## config.mk

```make
export PLATFORM = sky130hd
export DESIGN_NAME = hazard_scoreboard
export DESIGN_NICKNAME = d
export VERILOG_FILES = /design/src/rtl/hazard_scoreboard.sv
export SDC_FILE = /design/constraint.sdc
export NUM_CORES = 1
export LEC_CHECK = 0
export ABC_CLOCK_PERIOD_IN_PS = 5500
export BUFFER_PORTS_ARGS = -buffer_cell sky130_fd_sc_hd__buf_2
export CAP_MARGIN = 20
export CORE_ASPECT_RATIO = 1.4
export CORE_MARGIN = 3
export CORE_UTILIZATION = 56
export DETAILED_ROUTE_END_ITERATION = 8
export GPL_ROUTABILITY_DRIVEN = 0
export PLACE_DENSITY = 0.84
export SKIP_CTS_REPAIR_TIMING = 1
export SLEW_MARGIN = 10
export SYNTH_ARGS = -nofsm -noshare
export SYNTH_HDL_FRONTEND = slang
export SYNTH_SLANG_ARGS = --single-unit
```

## constraint.sdc

```tcl
create_clock -name clk -period 5.5 [get_ports clk]
set_input_delay 0.825 -clock clk [delete_from_list [all_inputs] [get_ports clk]]
set_output_delay 0.825 -clock clk [all_outputs]
set_load 0.02 [all_outputs]
```

## src/rtl/hazard_scoreboard.sv

```systemverilog
// hazard_scoreboard: decode-stage forwarding selects and load-use interlock over a DEPTH-stage destination scoreboard
module hazard_scoreboard #(
  parameter int DEPTH = 3,
  parameter int LOAD_LAT = 1,
  parameter int CNT_W = 32,
  localparam int SELW = $clog2(DEPTH + 1)
) (
  input  logic             clk,
  input  logic             rst,
  input  logic             id_valid,
  input  logic [31:0]      id_inst,
  input  logic             hold,
  input  logic             flush,
  output logic [SELW-1:0]  fwd_sel_1,
  output logic [SELW-1:0]  fwd_sel_2,
  output logic             stall,
  output logic [CNT_W-1:0] stall_cnt
);
  localparam logic [6:0] op_r = 7'b0110011, op_i = 7'b0010011, op_ld = 7'b0000011,
    op_st = 7'b0100011, op_br = 7'b1100011, op_jalr = 7'b1100111, op_csr = 7'b1110011,
    op_lui = 7'b0110111, op_auipc = 7'b0010111, op_jal = 7'b1101111;
  logic [6:0] op;
  logic [4:0] rd, rs1, rs2;
  logic use_1, use_2, writes, is_load, ld_hit_1, ld_hit_2;
  logic [DEPTH:1] v, ld;
  logic [4:0] dst [DEPTH:1];
  logic unused_bits;
  assign op = id_inst[6:0];
  assign rd = id_inst[11:7];
  assign rs1 = id_inst[19:15];
  assign rs2 = id_inst[24:20];
  assign unused_bits = ^{id_inst[31:25], id_inst[14:12]};
  assign use_1 = op inside {op_r, op_i, op_ld, op_st, op_br, op_jalr, op_csr};
  assign use_2 = op inside {op_r, op_st, op_br};
  assign writes = op inside {op_r, op_i, op_ld, op_lui, op_auipc, op_jal, op_jalr};
  assign is_load = op == op_ld;
  // scan oldest to youngest so the youngest match overwrites
  always_comb begin
    fwd_sel_1 = '0;
    fwd_sel_2 = '0;
    ld_hit_1 = 1'b0;
    ld_hit_2 = 1'b0;
    for (int k = DEPTH; k >= 1; k--) begin
      if (v[k] && dst[k] != 5'd0 && dst[k] == rs1 && use_1 && id_valid) begin
        fwd_sel_1 = SELW'(k);
        ld_hit_1 = ld[k] && k <= LOAD_LAT;
      end
      if (v[k] && dst[k] != 5'd0 && dst[k] == rs2 && use_2 && id_valid) begin
        fwd_sel_2 = SELW'(k);
        ld_hit_2 = ld[k] && k <= LOAD_LAT;
      end
    end
  end
  assign stall = ld_hit_1 | ld_hit_2;
  always_ff @(posedge clk) begin
    if (!rst) begin
      v <= '0;
      stall_cnt <= '0;
    end else if (!hold) begin
      v <= {v[DEPTH-1:1] & {(DEPTH-1){!flush}}, id_valid && writes && !stall && !flush};
      if (stall && !flush && !(&stall_cnt)) stall_cnt <= stall_cnt + CNT_W'(1);
    end
  end
  always_ff @(posedge clk) begin
    if (rst && !hold) begin
      ld <= {ld[DEPTH-1:1], is_load};
      dst[1] <= rd;
      for (int k = 2; k <= DEPTH; k++) dst[k] <= dst[k-1];
    end
  end
endmodule

```

Word level (Yosys, flattened, before mapping)
Memories as Yosys holds them, arrays and structs flattened. Index checks and enable logic that the tools add are counted.

Eq/ne operators: 16. Add/subtract/negate cells: 1. Bitwise operators: 3. Muxes and demuxes: 10. Reduce and logical (&&, ||, !) cells: 39.

Operators with widths (count): adder 32 x 1 -> 32 bit, second input constant (1); AND reduction 32 bit (1); equality test 5 bit (6); equality test 7 bit, second input constant (4); logical AND 1 bit (27); equality test 7 x 6 -> 1 bit, second input constant (3); nonzero test 5 bit (3); equality test 7 x 5 -> 1 bit, second input constant (2); nonzero test 7 bit (2); 2-to-1 mux 2 bit (6); equality test 7 x 2 -> 1 bit, second input constant (1); zero test 1 bit (4); 2-to-1 mux 1 bit (4); nonzero test 3 bit (1); bitwise AND 2 bit (1); AND reduction 2 bit (1); inverter 1 bit (1); bitwise OR 1 bit (1).

Bits of input ports: 37. Output and inout port bits: 37. RAM bits: 15. Memories: 1. Register bits: 36.

Memories: dst (depth 3, bits a word 5, rd ports 3, clocked after Yosys merged registers in 0, write ports 3, line 26) `logic [4:0] dst [DEPTH:1];`.

Depth between registers and ports, before layout
Depth after elaboration: 10. Depth in mapped cells: 9. Depth with buffers taken out: 6.

Least setup slack after synthesis
OpenSTA, ideal clock, no wires.

Kind: input-to-output. Start point: input port id_inst[4]. End point: output port fwd_sel_1[0]. Required time: 4.675 ns. Slack: 2.272 ns. Stages: 4. Path buffers: 0. Data arrival time: 2.403 ns. Path through: nand2b_1 > a2111o_1 > or4_1 > o21ai_0.

Longest elaborated chain between the ends: 7. Elaborated cells on any way between the ends: 17. Those cells by class: eq/ne (7); mux (3); reduce/logical (7).

Ends and longest elaborated chain: start: declaration (line 11) `input logic [31:0] id_inst,`; equality test 7 x 6 -> 1 bit, or another cell as far along (line 33) `assign use_1 = op inside {op_r, op_i, op_ld, op_st, op_br, op_jalr, op_csr};`; nonzero test 7 bit (*) (line 33); logical AND 1 bit (2 in series) (line 44) `if (v[k] && dst[k] != 5'd0 && dst[k] == rs1 && use_1 && id_valid) begin`; 2-to-1 mux 2 bit (2 in series) (line 44); 2-to-1 mux 2 bit (*) (line 44); end: declaration (line 14) `output logic [SELW-1:0] fwd_sel_1,`.

Mark *: on every way between the ends. The rest lies on a longest branch, timed or not.

Worst setup path after layout
Start point: input port id_inst[2]. End point: output port fwd_sel_2[0].

Longest elaborated chain between the ends: 7. Elaborated cells on any way between the ends: 13. Those cells by class: eq/ne (3); mux (3); reduce/logical (7).

Ends and longest elaborated chain: equality test 7 x 6 -> 1 bit / equality test 7 bit (equally long branches) (line 34) `assign use_2 = op inside {op_r, op_st, op_br};`; nonzero test 3 bit (*) (line 34); logical AND 1 bit (2 in series) (line 48) `if (v[k] && dst[k] != 5'd0 && dst[k] == rs2 && use_2 && id_valid) begin`; 2-to-1 mux 2 bit (2 in series) (line 48); 2-to-1 mux 2 bit (*) (line 48); end: declaration (line 15) `output logic [SELW-1:0] fwd_sel_2,`.

Marks and branches as above.

==> metrics.txt <==
status=finished, final reports clean; Tmin final=3.57 ns; post-route clock period utilization=64.9%; FF+latch count, synth=51; maximum clock rate=280 MHz; port buffer count=63; Worst Hold Class=reg2reg; WL final=just over 6000 um; Synth top area share=25.6%; Initial Util=between 50% and 60%; sequential share of the synthesized area=a little over two fifths; CTS buffer count=5; IO Count=74; initial drt markers=about 190; slew margin rel.=31.3%; Core Area=4610 sq um; Die Height=88.7 um; Root Buffer=clkbuf_8; DR WL/cell=about 15 um; Fin Hold WS=0.498 ns; First-pass DRT Iterations=4; cells after synthesis=approximately 300; DR vias/cell=a little under 6; crit end category=output port; vias in the first global route=between 2k and 2.5k; clock latency on the worst-skew pair=0.30 ns; global-route wire length before repair=10300 um; Peak VDD IR=about 200 uV; Fin. Hold Viols=0; Layout area overhead=16.2%; Post-Syn Area=between 2000 and 3000 sq um; pre-CTS setup slack=1.80 ns; max cap viols=0; setup TNS=0 ns; Setup WS post-layout=between 1.5 and 2 ns; WHS Path Cells=2; ant diodes=0; FF-to-FF setup slack=2.68 ns; Post-synth top cells=dfxtp_1, a21oi_1, xnor2_1, nand2_1; min-delay src=stall_cnt[27]$_SDFFE_PN0P_; WS Path Type=in2out; grt ovf=0; cell row count=29; unrepaired setup endpoints after global routing=no; pwr dens=216 nW/um^2; share of post-route cells with drive strength above 1=21.4%; GRT Overall Usage=22.2%; maximum root-to-sink buffer count=2; CP Data Arrival Time=2.75 ns; max-slew violations=0; Data required, critical path=4.68 ns; maximum fanout along the worst path=4; post-synth top area cell=dfxtp_1; Worst-path clk slew=0.09 ns; largest net degree at the start of global routing=43; main area contributors after synthesis=dfxtp_1, edfxtp_1, xnor2_1, or4_1, a21oi_1; Post-synth EDFFs=16; synth unique cells=41; FF-to-FF End=stall_cnt[23]$_SDFFE_PN0P_; r2r worst-path depth=7; Post-synth top flop=dfxtp_1; initial antenna violation count=0; die width=roughly 65 um; CTS tree=yes; Die Area=between 5000 and 6000 sq um; clk sink count=a little over 50; reg2reg start=dst[0][9]$_DFFE_PP_; CTS H-Tree Depth=2; asr flop ratio synth=0%; antenna viol nets, final=0; clk_skew=0.00730 ns; crit start category=input port; most common cell in the netlist=dfxtp_1; Post-Syn Area per Cell=9.16 sq um; Setup Viol. Count Final=0; detailed-placement wirelength estimate=roughly 4600 um; Lkg Pwr=1.14 nW; Mapped Nets=337; drt drc=0; Hold Path Sink=stall_cnt[27]$_SDFFE_PN0P_; Synth Warn #=0; Worst Tran Pin Value=1.03 ns; Nets=roughly 400; vias=2500
state kept, by name, summed over array words and instances, names as in the netlist:
signal,cells
ld,1
v,3
dst,15
stall_cnt,32
cells by family after synthesis:
| kind of cell | after synthesis | synth area share (%) |
|---|---|---|
| DFF | 51 | 43.1 |
| buffers and inverters | 22 | 3.66 |
| and+or+nand+nor | 124 | 26.9 |
| muxes | 3 | 1.10 |
| AOI/OAI and AO/OA | 67 | 14.9 |
| xor gates and xnor gates | 31 | 9.92 |
| adders and majority gates | 1 | 0.457 |
placed cells by master (no fill, tap or decap), drive strengths merged, types with 7 or more instances in the layout:
cell type and n:
buf 65, dfxtp 35, a21oi 27, xnor2 25, nand2 22, or4 22
nand3 21, edfxtp 16, o21ai 15, o31ai 15, or3 13, inv 10
nor2 9, clkbuf 7, nor4 7
metrics by stage:
stage | instances | power [W] | utilization, % | area [sq um]
detailed placement | 413 | 0.000457 | 66.8 | 3080
finish | 421 | 0.000687 | 69.0 | 3180
global placement | 413 | 0.000455 | 66.8 | 3080
CTS | 421 | 0.000692 | 69.0 | 3180
floorplan | 299 | 0.000435 | - | 2740
global route | 421 | 0.000711 | 69.0 | 3180
report_power, final:
group	internal (W)	leakage (nW)	total (W)	switching, W
combinational	0.0000230	0.653	0.0000485	0.0000254
sequential	0.000394	0.431	0.000400	0.00000652
clock	0.000115	0.0548	0.000238	0.000123
total	0.000532	1.14	0.000687	0.000155
layer usage:
metal  wire, um  track usage [%]  up-vias
li1           -                -     1242
met1       2430             26.4     1179
met2       3270             40.1       67
met3        294             3.81       12
met4        114             8.30        0
met5          0                0        -
worst max-delay path by stage:
stage / from / endpoint / cells after the start
2_1_floorplan: id_inst[4] / fwd_sel_1[0] / 4
3_3_place_gp: id_inst[4] / stall_cnt[13]$_SDFFE_PN0P_ / 8
3_5_place_dp: id_inst[4] / stall_cnt[21]$_SDFFE_PN0P_ / 8
4_1_cts: id_inst[3] / fwd_sel_2[0] / 8
5_1_grt: id_inst[3] / fwd_sel_2[0] / 8
6_report: id_inst[2] / fwd_sel_2[0] / 8
worst max-delay path, stage by stage:
cell	delay (ns)
buf_2	0.12
nor4bb_1	0.32
nand4_1	0.21
or4_1	0.58
nor4_1	0.28
nand2b_1	0.15
nand2_1	0.08
buf_2	0.17
cell type report:
| class | instances | area (sq um) |
|---|---|---|
| Multi-Input combinational cell | 226 | 1460 |
| Fill cell | 376 | 1430 |
| Sequential cell | 51 | 1180 |
| Timing Repair Buffer | 65 | 330 |
| Clock buffer | 7 | 96.3 |
| Tap cell | 62 | 77.6 |
| Inverter | 9 | 33.8 |
| Clock inverter | 1 | 6.26 |
Power figures use the tool's default switching activity.
